[src/rtl/mips_multicycle_ctrl.sv]
// mips_multicycle_ctrl: multi-cycle MIPS main controller with memory handshake, wait-timeout fault and retire counter
module mips_multicycle_ctrl #(
  parameter int WAIT_LIMIT = 16,
  parameter int CNT_W      = 16
) (
  input  logic             CLK,
  input  logic             RESET,
  input  logic [5:0]       opcode,
  input  logic             zero,
  input  logic             mem_ready,
  output logic             mem_read,
  output logic             mem_write,
  output logic             iord,
  output logic             ir_write,
  output logic             pc_write,
  output logic [1:0]       pc_source,
  output logic             alu_src_a,
  output logic [1:0]       alu_src_b,
  output logic [1:0]       alu_op,
  output logic             reg_dst,
  output logic             mem_to_reg,
  output logic             reg_write,
  output logic [3:0]       state,
  output logic             illegal,
  output logic             fault,
  output logic [CNT_W-1:0] instr_count
);
  typedef enum logic [3:0] {
    FETCH    = 4'd0,  DECODE  = 4'd1,  MEM_ADDR = 4'd2,  MEM_RD  = 4'd3,
    MEM_WB   = 4'd4,  MEM_WR  = 4'd5,  EXEC_R   = 4'd6,  R_WB    = 4'd7,
    BRANCH   = 4'd8,  JUMP    = 4'd9,  ADDI_EX  = 4'd10, ADDI_WB = 4'd11,
    TRAP     = 4'd12, FAULT   = 4'd13
  } state_t;
  state_t           state_q, state_d;
  logic [7:0]       wait_q;
  logic [CNT_W-1:0] cnt_q;
  logic             run, waiting, timeout, retire;
  assign run     = !RESET;
  assign waiting = (state_q inside {FETCH, MEM_RD, MEM_WR}) && !mem_ready;
  assign timeout = waiting && (wait_q == 8'(WAIT_LIMIT - 1));
  assign retire  = (state_q inside {MEM_WB, R_WB, BRANCH, JUMP, ADDI_WB}) || (state_q == MEM_WR && mem_ready);
  // next-state sequencing; a memory timeout preempts the normal transition
  always_comb begin
    state_d = state_q;
    case (state_q)
      FETCH:    state_d = mem_ready ? DECODE : FETCH;
      DECODE:   state_d = opcode == 6'd0  ? EXEC_R :
                          (opcode == 6'd35 || opcode == 6'd43) ? MEM_ADDR :
                          opcode == 6'd4  ? BRANCH :
                          opcode == 6'd2  ? JUMP :
                          opcode == 6'd8  ? ADDI_EX : TRAP;
      MEM_ADDR: state_d = opcode == 6'd35 ? MEM_RD : MEM_WR;
      MEM_RD:   state_d = mem_ready ? MEM_WB : MEM_RD;
      MEM_WR:   state_d = mem_ready ? FETCH : MEM_WR;
      EXEC_R:   state_d = R_WB;
      ADDI_EX:  state_d = ADDI_WB;
      FAULT:    state_d = FAULT;
      default:  state_d = FETCH;
    endcase
    if (timeout) state_d = FAULT;
  end
  // state, wait counter (cleared on any state change) and retired-instruction counter
  always_ff @(posedge CLK) begin
    if (RESET) begin
      state_q <= FETCH;
      wait_q  <= '0;
      cnt_q   <= '0;
    end else begin
      state_q <= state_d;
      wait_q  <= (state_d != state_q) ? 8'd0 : wait_q + {7'd0, waiting};
      cnt_q   <= cnt_q + CNT_W'(retire);
    end
  end
  assign mem_read    = run && (state_q == FETCH || state_q == MEM_RD);
  assign mem_write   = run && state_q == MEM_WR;
  assign iord        = run && (state_q == MEM_RD || state_q == MEM_WR);
  assign ir_write    = run && state_q == FETCH && mem_ready;
  assign pc_write    = run && ((state_q == FETCH && mem_ready) || state_q == JUMP || (state_q == BRANCH && zero));
  assign pc_source   = !run ? 2'd0 : state_q == BRANCH ? 2'd1 : state_q == JUMP ? 2'd2 : 2'd0;
  assign alu_src_a   = run && (state_q inside {MEM_ADDR, EXEC_R, BRANCH, ADDI_EX});
  assign alu_src_b   = !run ? 2'd0 : state_q == FETCH ? 2'd1 : state_q == DECODE ? 2'd3 :
                       (state_q == MEM_ADDR || state_q == ADDI_EX) ? 2'd2 : 2'd0;
  assign alu_op      = !run ? 2'd0 : state_q == EXEC_R ? 2'd2 : state_q == BRANCH ? 2'd1 : 2'd0;
  assign reg_dst     = run && state_q == R_WB;
  assign mem_to_reg  = run && state_q == MEM_WB;
  assign reg_write   = run && (state_q inside {MEM_WB, R_WB, ADDI_WB});
  assign illegal     = run && state_q == TRAP;
  assign fault       = run && state_q == FAULT;
  assign state       = run ? state_q : FETCH;
  assign instr_count = run ? cnt_q : '0;
endmodule

[config.mk]
export PLATFORM = sky130hd
export DESIGN_NAME = mips_multicycle_ctrl
export DESIGN_NICKNAME = d
export VERILOG_FILES = /design/src/rtl/mips_multicycle_ctrl.sv
export SDC_FILE = /design/constraint.sdc
export NUM_CORES = 1
export LEC_CHECK = 0
export BUFFER_PORTS_ARGS = -buffer_cell sky130_fd_sc_hd__buf_2
export CORE_ASPECT_RATIO = 0.5
export CORE_UTILIZATION = 42
export CTS_BUF_LIST = sky130_fd_sc_hd__clkbuf_2 sky130_fd_sc_hd__clkbuf_4 sky130_fd_sc_hd__clkbuf_8
export CTS_CLUSTER_DIAMETER = 30
export DETAILED_ROUTE_END_ITERATION = 16
export GPL_TIMING_DRIVEN = 0
export PLACE_DENSITY_LB_ADDON = 0.12
export SLEW_MARGIN = 20
export SYNTH_ARGS = -nofsm -noshare
export SYNTH_HDL_FRONTEND = slang
export SYNTH_SLANG_ARGS = --single-unit
[constraint.sdc]
create_clock -name CLK -period 2.35 [get_ports CLK]
set_clock_uncertainty 0.15 [all_clocks]
set_input_delay 0.1175 -clock CLK [delete_from_list [all_inputs] [get_ports CLK]]
set_output_delay 0.1175 -clock CLK [all_outputs]
set_load 0.03 [all_outputs]
==> After elaboration in Yosys (flattened, before gate mapping) <==
Index checks and enable logic that the tools add are counted.
{ "classes": {"n_addsub": 2, "eq_ne": 20, "mux": 23, "reduce_logical": 33} }
{ "ops": {"columns": ["operator", "n"], "rows": [
  ["$pmux 4 s8", 1],
  ["$eq 4x4->1 const B", 6],
  ["$mux 2", 9],
  ["$mux 3", 6],
  ["$logic_and 1x1->1", 17],
  ["$add 16x1->16", 1],
  ["$eq 4x3->1 const B", 4],
  ["$mux 16", 1],
  ["$mux 4", 4],
  ["$eq 6x6->1 const B", 2],
  ["$add 8x1->8", 1],
  ["$eq 4x2->1 const B", 2],
  ["$eq 8x4->1 const B", 1],
  ["$logic_or 1x1->1", 7],
  ["$eq 6x2->1 const B", 1],
  ["$eq 6x3->1 const B", 1],
  ["$eq 6x4->1 const B", 1],
  ["$logic_not 6->1", 1],
  ["$reduce_bool 3->1", 2],
  ["$reduce_bool 5->1", 1],
  ["$eq 4x1->1 const B", 1],
  ["$logic_not 4->1", 1],
  ["$ne 4x4->1", 1],
  ["$reduce_bool 4->1", 1],
  ["3 further kinds", 5]
]} }
{ "word_totals": {"register_bits": 28, "inputBits": 10, "out_inout_bits": 37} }

==> Longest topological paths before layout <==
Gate-level depths: netlist of the first run.
{ "depth": {"word_depth": 10, "depth_mapped": 12} }

==> Worst setup path before layout of the first run <==
OpenSTA, ideal clock, no wires.
{ "synth_path": {"kind": "reg-to-output", "from": "reg state_q[1]", "to": "out alu_src_a", "arrival_time_ns": 2.387, "required_ns": 2.082, "setup_slack_ns": -0.305, "stages_incl_launch_ff": 5, "n_path_buf": 2, "path_cell_list": "dfxtp_1 -> buf_6 -> clkbuf_1 -> nor2_1 -> a2111oi_0"} }
{ "synth_via": {"elab_chain_cells": 3} }
{ "synth_lines": {"columns": ["item", "line", "rtl"], "rows": [
  ["from (decl)", "34", "state_t state_q, state_d;"],
  ["from (signal assigned)", "69", "state_q <= state_d;"],
  ["$eq 4x2->1 (tied with other cells)", "80", "assign alu_src_a = run && (state_q inside {MEM_ADDR, EXEC_R, BRANCH, ADDI_EX});"],
  ["$reduce_bool 4->1 *", "80", null],
  ["$logic_and 1x1->1 *", "80", null],
  ["to (decl)", "17", "output logic alu_src_a,"]
]} }
Mark *: on every way between the ends. The rest lies on a longest branch, timed or not.

==> Worst setup path after layout of the first run <==
{ "layout_path": {"from": "reg state_q[3]", "to": "reg cnt_q[12]"} }
{ "layout_via": {"elab_chain_cells": 4} }
{ "layout_lines": {"columns": ["item", "line", "rtl"], "rows": [
  ["$eq 4x3->1 / $eq 4x4->1 (equally long branches)", "41", "assign retire = (state_q inside {MEM_WB, R_WB, BRANCH, JUMP, ADDI_WB}) || (state_q == MEM_WR && mem_ready);"],
  ["$reduce_bool 5->1 / $logic_and 1x1->1 (equally long branches)", "41", null],
  ["$logic_or 1x1->1 *", "41", null],
  ["$add 16x1->16 *", "71", "cnt_q <= cnt_q + CNT_W'(retire);"],
  ["to (signal assigned)", "71", null],
  ["to (decl)", "36", "logic [CNT_W-1:0] cnt_q;"]
]} }
Marks and branches as above.
A chain may end at the register's enable or synchronous reset.

==> metrics.md, run 1 <==
| Metric | Value |
|---|---|
| Outcome | `complete, no violations` |
| Layout cells sized above 1 | `0.261` |
| Largest net degree at the start of global routing | `20` |
| Final HPWL DP | `2990 um` |
| FF-to-FF setup slack | `150 ps` |
| Syn Nets | `247` |
| Slew headroom | `0.676` |
| Post-synthesis sequential area ratio | `0.315` |
| Worst Path Class, Setup | `reg -> reg` |
| Achievable Freq | `455 MHz` |
| Synth cell types | `39` |
| 1st-pass router iterations | `4` |
| Number of fillers in the final layout | `379` |
| Die Span X | `94.0 um` |
| R2R depth | `11` |
| Nets@finish | `298` |
| Vias per std cell | `5.13` |
| Synthesized area per cell | `7.64 um2` |
| Die area | `4520 um2` |
| Critical path fanouts, max | `10` |
| Worst-path clk slew | `100 ps` |
| WP data arrival | `2220 ps` |
| FF-to-FF End | `cnt_q[12]` |
| Crit end category | `flip-flop` |
| Vias in the first global route | `1355` |
| ANT cells | `0` |
| Finished Core Util | `0.557` |
| Critical Path Source | `state_q[3]` |
| Core Box Area | `3980 um2` |
| WL/cell | `12.1 um` |
| Gpl congestion | `0.797` |
| Initial antenna violation count | `0` |
| Crit start category | `flip-flop` |
| Pwr dens | `477 nW/um2` |
| CTS tree | `done` |
| Max IR drop VDD | `257 uV` |
| Final setup violation count | `0` |
| Hold_ws | `39.7 ps` |
| Aggregate global routing overflow | `0` |
| Antenna Violating Nets Remaining | `0` |
| Hold Path Origin | `opcode[4]` |
| P&R area growth vs syn | `24.8%` |
| Routed wire length | `4090 um` |
| Synth top area share | `0.315` |
| Slew Limit Fails | `0` |
| Hold EP | `state_q[1]` |
| Inserted Clock Buffers | `3` |
| Routed vias | `1729` |
| Req. time, crit path | `2380 ps` |
| Area leader, netlist | `dfxtp_1` |
| Synth Instances | `233` |
| Mapped Area | `1780 um2` |
| P_leak | `0.964 nW` |
| Tcrit/Tclk final | `0.935` |
| Hold_buf cts | `0` |
| Max cap viols | `0` |
| Root buffer cell | `clkbuf_8` |
| Sink Count | `28` |
| Final Hold Viols | `0` |
| Largest cells by area after synthesis | `dfxtp_1, nor2b_1, xor2_1` |
| Die Y | `48.0 um` |
| Yosys Warn Count | `0` |
| Initial Util | `0.447` |
| First-pass GRT wire length | `6150 um` |
| # IOs | `47` |
| Seq cells post-synth | `28` |
| Drt drc | `0` |
| Hold Path Depth | `4` |
| Worst-margin pin slew | `486 ps` |
| Std cell rows | `16` |
| Max clock buf depth | `2` |
| H-tree lvl count | `1` |
| Worst-Skew Late Latency | `290 ps` |
| DRT iter0 DRCs | `59` |
| R2r startpoint | `state_q[3]` |
| Final Critical Period | `2200 ps` |
| Worst Hold Class | `in -> reg` |
| GRT Total Usage | `0.181` |
| IO Port Bufs | `46` |
| RSZ-0062 raised after global routing | `false` |
[critical path, cell delays in order, from the launching register on]
cell and delay, ps:
dfxtp_2 380, buf_4 180, buf_4 180, inv_1 50, a21oi_1 140, ha_2 220, ha_2 210, nand3_4 120
nor3_4 170, nand2_1 90, xor2_1 150, nor2_1 50
[area by class of cell]
class | instances | area (um2) | share of cell area
clock inverters | 1 | 30.0 | 0.0135
plain buffers | 12 | 67.6 | 0.0304
flip-flops and latches | 28 | 564 | 0.254
well taps | 54 | 67.6 | 0.0304
clock buffers | 3 | 41.3 | 0.0186
repair buffers | 47 | 238 | 0.107
inverters | 6 | 22.5 | 0.0101
multi-input cells | 186 | 1190 | 0.536
[cells in the mapped netlist (all sizes together)]
cell type	count
buf	6
a21oi	3
and3b	2
or2	3
a21boi	1
nand2	22
nor3	11
ha	4
a41oi	1
dfxtp	28
nand4	5
a31oi	5
o311ai	1
o211ai	5
xnor2	6
nand3	8
a2111oi	2
nor4	3
and3	7
nor2	37
inv	6
and2	2
nand2b	4
or3	1
a22oi	1
xor2	17
and4	2
o31a	1
clkbuf	7
o21ai	4
o21ba	1
nor4b	2
nor2b	25
[placed cells by master (no fill, tap or decap), types with 2 or more instances in the layout]
master	synthesis	routed
buf_2	3	46
nor2_1	37	36
nor2b_1	25	25
dfxtp_1	28	25
nand2_1	22	21
xor2_1	17	17
nor3_1	11	9
and3_1	7	7
nand3_1	8	7
xnor2_1	6	6
buf_4	0	5
inv_1	6	5
clkbuf_1	7	5
a31oi_1	5	5
nand4_1	5	5
o21ai_0	4	4
o211ai_1	4	4
a21oi_1	3	3
nand2b_1	4	3
nor4_1	3	3
clkbuf_8	0	3
dfxtp_2	0	3
and3b_1	2	2
buf_1	2	2
or2_2	2	2
and4_1	2	2
and2_1	2	2
ha_2	0	2
ha_1	4	2
[repair_timing]
action                                  in CTS  in global routing
endpoints found under the setup margin       9                  7
setup buffers                                0                  1
gates resized for setup                     13                  8
pin swaps                                    1                  2
[metal layers]
layer | part of all wire | track usage | up-vias
met1 | 0.48 | 0.231 | 805
met4 | 0.010 | 0.0615 | 0
li1 | - | - | 892
met3 | 0.035 | 0.0476 | 5
met5 | 0 | 0 | -
met2 | 0.48 | 0.309 | 27
[per-stage QoR]
step	total power (W)	TNS [ps]	cells	setup WS, ps	area [um2]
6_report	0.00106	0	337	152	2220
5_1_grt	0.00111	0	337	4.21	2220
4_1_cts	0.00106	0	336	19.5	2180
3_5_place_dp	0.000675	-2370	333	-334	2080
3_3_place_gp	0.000673	-2230	333	-309	2080
2_1_floorplan	0.000625	0	233	47.2	1780
[registers in the layout, summed over array words and instances, names as in the netlist]
signal / flops
cnt_q: 16
state_q: 4
wait_q: 8
[power breakdown]
group | switching (W) | total, W | internal (W) | leakage, nW
clock network | 0.000161 | 0.000390 | 0.000229 | 0.0357
logic | 0.000117 | 0.000182 | 0.0000654 | 0.701
registers | 0.00000600 | 0.000488 | 0.000482 | 0.227
[logic make-up after synthesis]
group | after synthesis | synth area share
AND/OR/NAND/NOR | 134 | 0.387
adder cells (fa/ha/maj) | 4 | 0.0281
buffers and inverters | 19 | 0.0464
flip-flops | 28 | 0.315
XOR/XNOR | 23 | 0.113
AO/OA/AOI/OAI | 25 | 0.110
[worst max-delay path by stage]
stage	end	slack [ps]	cells after the start
floorplan	cnt_q[14]	50	11
CTS	cnt_q[14]	20	11
finish	cnt_q[12]	150	11
global placement	cnt_q[12]	-310	11
detailed placement	cnt_q[15]	-330	10
global route	cnt_q[14]	4	11
Note: power is estimated with default switching activity, not from simulation.
==> run 2: changes to the inputs <==
--- a/config.mk
+++ b/config.mk
@@ -7,7 +7,7 @@
 export LEC_CHECK = 0
 export BUFFER_PORTS_ARGS = -buffer_cell sky130_fd_sc_hd__buf_2
 export CORE_ASPECT_RATIO = 0.5
-export CORE_UTILIZATION = 42
+export CORE_UTILIZATION = 49
 export CTS_BUF_LIST = sky130_fd_sc_hd__clkbuf_2 sky130_fd_sc_hd__clkbuf_4 sky130_fd_sc_hd__clkbuf_8
 export CTS_CLUSTER_DIAMETER = 30
 export DETAILED_ROUTE_END_ITERATION = 16
==> metrics.md, run 2 (synthesis gave the netlist of run 1 again) <==
| Metric | Value |
|---|---|
| Initial antenna violation count | `0 (unchanged)` |
| Final HPWL DP | `3050 um (+2.1%)` |
| Most frequent cells in the layout | `buf_2, nor2_1, nor2b_1, dfxtp_1, nand2_1` |
| Worst-Skew Late Latency | `280 ps (about the same)` |
| DRT iter0 DRCs | `65 (+10%)` |
| WL/cell | `12.6 um (+4.1%)` |
| Crit end category | `flip-flop` |
| Layout cells sized above 1 | `0.265 (+0.00353)` |
| Max reg flops | `16 (unchanged)` |
| Vias per std cell | `5.21 (+1.5%)` |
| Hold Path Origin | `opcode[4]` |
| Pwr dens | `472 nW/um2 (-1.1%)` |
| Outcome | `complete, no violations` |
| Max clock buf depth | `2 (unchanged)` |
| Max IR drop VDD | `249 uV (-3.2%)` |
| Met2 wire length | `2100 um (+7.5%)` |
| Req. time, crit path | `2360 ps (-20 ps)` |
| P&R area growth vs syn | `25.5%` |
| Slowest cell on crit path | `dfxtp_4` |
| Vias in the first global route | `1462 (+7.9%)` |
| Gpl congestion | `0.848 (+6.4%)` |
| Die area | `3890 um2 (-14%)` |
| Slew headroom | `0.657 (-0.0183)` |
| Met1 Wirelength | `1910 um (-2.3%)` |
| Worst Hold Class | `in -> reg` |
| Inserted Clock Buffers | `3 (unchanged)` |
| Worst-margin pin slew | `514 ps (+27.4 ps)` |
| IO Port Bufs | `46 (unchanged)` |
| Number of fillers in the final layout | `331 (-13%)` |
| Initial Util | `0.515 (+0.0686)` |
| Final setup violation count | `0 (unchanged)` |
| Critical path fanouts, max | `10 (unchanged)` |
| Setup Slack @ Placement | `-357 ps (-22.3 ps)` |
| ANT cells | `0 (unchanged)` |
| Sink Count | `28 (unchanged)` |
| Final Critical Period | `2260 ps (+63.9 ps)` |
| Final Hold Viols | `0 (unchanged)` |
| Tcrit/Tclk final | `0.962 (+0.0272)` |
| Die Span X | `87.2 um (-7.3%)` |
| Slew Limit Fails | `0 (unchanged)` |
| Tot Pwr | `0.00105 W (-0.49%)` |
| Routed wire length | `4220 um (+3.2%)` |
| Worst-path clk slew | `100 ps (about the same)` |
| P_leak | `0.967 nW (+0.30%)` |
| 1st-pass router iterations | `4 (unchanged)` |
| Top sig layer | `met4` |
| Drt drc | `0 (unchanged)` |
| Largest net degree at the start of global routing | `20 (unchanged)` |
| Routed vias | `1740 (+0.64%)` |
| Max cap viols | `0 (unchanged)` |
| CTS tree | `done` |
| RSZ-0062 raised after global routing | `true` |
| Most flop-heavy register | `cnt_q` |
| Critical Path Source | `state_q[1]` |
| Largest regs | `cnt_q: 16 flops, wait_q: 8 flops, state_q: 4 flops` |
| First-pass GRT wire length | `6400 um (+4.1%)` |
| GRT Total Usage | `0.214 (+0.0322)` |
| WP data arrival | `2270 ps (+50 ps)` |
| Root buffer cell | `clkbuf_8` |
| H-tree lvl count | `1 (unchanged)` |
| Achievable Freq | `442 MHz (-2.8%)` |
| Critical path's most frequent cell | `ha_2` |
| Aggregate global routing overflow | `0 (unchanged)` |
| Worst Path Class, Setup | `reg -> reg` |
| Nets@finish | `298 (unchanged)` |
| # IOs | `47 (unchanged)` |
| Core Box Area | `3450 um2 (-13%)` |
| Final worst setup slack | `88.6 ps (-63.9 ps)` |
| Critical Path, Cell by Cell | `buf_6 -> nand2b_4 -> o21ai_0 -> a21oi_2 -> ha_2 -> ha_2 -> nand3_4 -> nor3_4 -> nand2_1 -> xor2_1 -> nor2_1` |
| Std cell rows | `15 (-1)` |
| Met3 wire length | `176 um (+24%)` |
| Crit start category | `flip-flop` |
| Antenna Violating Nets Remaining | `0 (unchanged)` |
| R2r startpoint | `state_q[1]` |
| Critical Path Max Stage Delay | `380 ps (about the same)` |
| Most common cell after layout, fill and taps aside | `buf_2` |
| Die Y | `44.6 um (-7.1%)` |
run 2: path summary, 6_finish.rpt:
kind	slack (ps)	depth (start not counted)	endpoint
hold / removal	60	4	state_q[1]
setup reg to reg	90	11	cnt_q[14]
hold reg to reg	380	2	cnt_q[15]
setup / recovery	90	11	cnt_q[14]
run 2: layout make-up:
class	count	area, um2	share of cell area
Clock inverter	1	30.0	0.0134
Tap cell	51	63.8	0.0286
Inverter	6	22.5	0.0101
Multi-Input combinational cell	186	1190	0.534
Timing Repair Buffer	47	238	0.106
Sequential cell	28	567	0.254
Clock buffer	3	41.3	0.0185
Buffer	12	78.8	0.0353
run 2: routing by layer:
layer | vias to the layer above | GRT usage
li1 | 892 | -
met1 | 810 | 0.250
met2 | 32 | 0.409
met3 | 6 | 0.0504
met4 | 0 | 0.0426
met5 | - | 0
run 2: what timing repair did:
action | CTS | global route
pin swaps | 1 | 2
gates resized for setup | 15 | 11
buffers inserted | 0 | 1
setup endpoints to repair | 9 | 7
hold buffers | 0 | 0
run 2: metrics by stage:
step            util  instance area [um2]  cells  TNS, ps  hold slack [ps]
2_1_floorplan      -                 1780    233        0              184
3_3_place_gp   0.601                 2080    330    -2120              342
3_5_place_dp   0.601                 2080    330    -2490              348
4_1_cts        0.634                 2190    333        0             48.6
5_1_grt        0.647                 2230    334    -53.4             91.0
6_report       0.647                 2230    334        0             57.4
run 2: power breakdown:
part | internal [W] | total [W] | switching, W
Clock | 0.000228 | 0.000380 | 0.000151
Sequential | 0.000481 | 0.000488 | 0.00000669
Combinational | 0.0000680 | 0.000187 | 0.000119
run 2: critical path, delay by kind of cell, from the launching register on:
kind                       cells  cell delay (ps)
and+or+nand+nor                5              590
adders and majority gates      2              450
DFF                            1              380
AOI/OAI and AO/OA              2              290
xor gates and xnor gates       1              170
buffers and inverters          1              140
==> run 3: changes to the inputs <==
--- a/config.mk
+++ b/config.mk
@@ -7,7 +7,7 @@
 export LEC_CHECK = 0
 export BUFFER_PORTS_ARGS = -buffer_cell sky130_fd_sc_hd__buf_2
 export CORE_ASPECT_RATIO = 0.5
-export CORE_UTILIZATION = 49
+export CORE_UTILIZATION = 52
 export CTS_BUF_LIST = sky130_fd_sc_hd__clkbuf_2 sky130_fd_sc_hd__clkbuf_4 sky130_fd_sc_hd__clkbuf_8
 export CTS_CLUSTER_DIAMETER = 30
 export DETAILED_ROUTE_END_ITERATION = 16
==> constraint.sdc (replaced) <==
create_clock -name CLK -period 2.6 [get_ports CLK]
set_clock_uncertainty 0.15 [all_clocks]
set_input_delay 0.13 -clock CLK [delete_from_list [all_inputs] [get_ports CLK]]
set_output_delay 0.13 -clock CLK [all_outputs]
set_load 0.03 [all_outputs]
==> metrics.md, run 3 (synthesis gave the netlist of run 1 again) <==
| Metric | Value |
|---|---|
| Outcome | `complete, no violations` |
| FF-to-FF End | `cnt_q[8]` |
| Root buffer cell | `clkbuf_8` |
| Crit start category | `flip-flop` |
| 1st-pass router iterations | `7 (+3)` |
| P&R area growth vs syn | `20.1%` |
| Std cell rows | `14 (-1)` |
| Worst Hold Class | `in -> reg` |
| Routing usage on met1 | `0.266 (+0.0162)` |
| Req. time, crit path | `2610 ps (+250 ps)` |
| Initial antenna violation count | `0 (unchanged)` |
| Aggregate global routing overflow | `0 (unchanged)` |
| First-pass GRT wire length | `6270 um (-1.9%)` |
| Tcrit/Tclk final | `0.938 (-0.0245)` |
| R2R depth | `11 (unchanged)` |
| Setup Slack @ Placement | `-153 ps (+204 ps)` |
| Die Y | `43.4 um (-2.8%)` |
| Max cap viols | `0 (unchanged)` |
| Most flop-heavy register | `cnt_q` |
| Hold_buf cts | `0 (unchanged)` |
| Worst-margin pin slew | `499 ps (-15.3 ps)` |
| Layout cells sized above 1 | `0.221 (-0.0444)` |
| Number of fillers in the final layout | `282 (-15%)` |
| Critical path fanouts, max | `19 (+9)` |
| # IOs | `47 (unchanged)` |
| Busiest grt layer | `met2` |
| P_leak | `0.938 nW (-2.9%)` |
| Sink Count | `28 (unchanged)` |
| Antenna Violating Nets Remaining | `0 (unchanged)` |
| Met3 usage | `0.0590 (+0.00867)` |
| Pwr dens | `440 nW/um2 (-6.9%)` |
| IO Port Bufs | `46 (unchanged)` |
| WP data arrival | `2450 ps (+180 ps)` |
| Largest net degree at the start of global routing | `20 (unchanged)` |
| R2r startpoint | `state_q[3]` |
| Max IR drop VDD | `194 uV (-22%)` |
| Vias per std cell | `5.38 (+3.3%)` |
| Drt drc | `0 (unchanged)` |
| Crit end category | `flip-flop` |
| Final worst setup slack | `162 ps (+73.2 ps)` |
| DRT iter0 DRCs | `49 (-25%)` |
| Placed insts | `319 (-3.3%)` |
| CTS tree | `done` |
| Final HPWL DP | `2870 um (-5.8%)` |
| Worst-Skew Late Latency | `280 ps (about the same)` |
| Routed vias | `1728 (-0.69%)` |
| Most frequent cells in the layout | `buf_2, nor2_1, dfxtp_1` |
| Global Route met2 Usage | `0.387 (-0.0225)` |
| Achievable Freq | `410 MHz (-7.3%)` |
| Slew headroom | `0.668 (+0.0102)` |
| Slew Limit Fails | `0 (unchanged)` |
| Worst-path clk slew | `90 ps (about the same)` |
| Final setup violation count | `0 (unchanged)` |
| Largest regs | `cnt_q: 16 flops, wait_q: 8 flops, state_q: 4 flops` |
| Critical Path Source | `state_q[3]` |
| Max clock buf depth | `2 (unchanged)` |
| Most common cell after layout, fill and taps aside | `buf_2` |
| Final Hold Viols | `0 (unchanged)` |
| Core Box Area | `3140 um2 (-9.2%)` |
| ANT cells | `0 (unchanged)` |
| FF-to-FF setup slack | `160 ps (+70 ps)` |
| Setup crit end | `cnt_q[8]` |
| GRT Total Usage | `0.215 (+0.000949)` |
| H-tree lvl count | `1 (unchanged)` |
| Layout Cells excl Fill | `321 (-3.9%)` |
| Gpl congestion | `0.865 (+2.1%)` |
| RSZ-0062 raised after global routing | `false` |
| Die area | `3670 um2 (-5.6%)` |
| Max reg flops | `16 (unchanged)` |
| Vias in the first global route | `1450 (-0.82%)` |
| Final Critical Period | `2440 ps (+177 ps)` |
| Inserted Clock Buffers | `3 (unchanged)` |
| WL/cell | `12.0 um (-4.8%)` |
| Initial Util | `0.567 (+0.0522)` |
| Worst Path Class, Setup | `reg -> reg` |
| Routed wire length | `3860 um (-8.5%)` |
| Die Span X | `84.7 um (-2.9%)` |
| Nets@finish | `296 (-0.67%)` |
## run 3: power breakdown
| part | total [W] | switching [W] | internal, W |
|---|---|---|---|
| Combinational | 0.000159 | 0.000104 | 0.0000550 |
| Clock | 0.000340 | 0.000134 | 0.000206 |
| Sequential | 0.000440 | 0.00000510 | 0.000435 |
## run 3: worst max-delay path: stages, from the launching register on
cell and delay (ps):
dfxtp_1 420, buf_2 340, nand2_1 200, nand2_1 100, a21oi_1 40, ha_1 230, ha_1 220, nand3_1 160
nor2_1 80, and3_1 190, xnor2_1 130, nor2_1 50
## run 3: how the worst min path moves through the flow
stage                         start    endpoint  cells after the start
final                     opcode[4]  state_q[1]                      4
after detailed placement  cnt_q[15]   cnt_q[15]                      2
after CTS                 opcode[4]  state_q[1]                      4
after global placement    cnt_q[15]   cnt_q[15]                      2
after global routing      opcode[4]  state_q[1]                      4
after floorplan           opcode[4]  state_q[1]                      3
## run 3: area by class of cell
class,instances,area [um2],area share
Inverter,6,22.5,0.0105
Multi-Input combinational cell,186,1150,0.537
Timing Repair Buffer,46,230,0.108
Buffer,11,55.1,0.0258
Tap cell,40,50.0,0.0234
Clock inverter,1,30.0,0.0141
Sequential cell,28,561,0.262
Clock buffer,3,41.3,0.0193
## run 3: per-layer routing
metal	wire length, um	part of all wire
met5	0	0
met4	14	0.0036
met2	1820	0.47
met1	1840	0.48
met3	184	0.048
## run 3: per-stage QoR
stage          TNS [ps]  utilization  total power, W  hold WS (ps)  area (um2)
3_3_place_gp       -881        0.657        0.000606           340        2060
4_1_cts               0        0.679        0.000947          57.8        2130
2_1_floorplan         0            -        0.000565           196        1780
3_5_place_dp       -987        0.657        0.000608           345        2060
5_1_grt               0        0.682        0.000983          89.9        2140
6_report              0        0.682        0.000939          56.4        2140
## run 3: timing repair
item / CTS / global route
gates resized for setup: 1 / 2
gates cloned: 0 / 0
buffers inserted: 0 / 0
setup endpoints to repair: 8 / 4
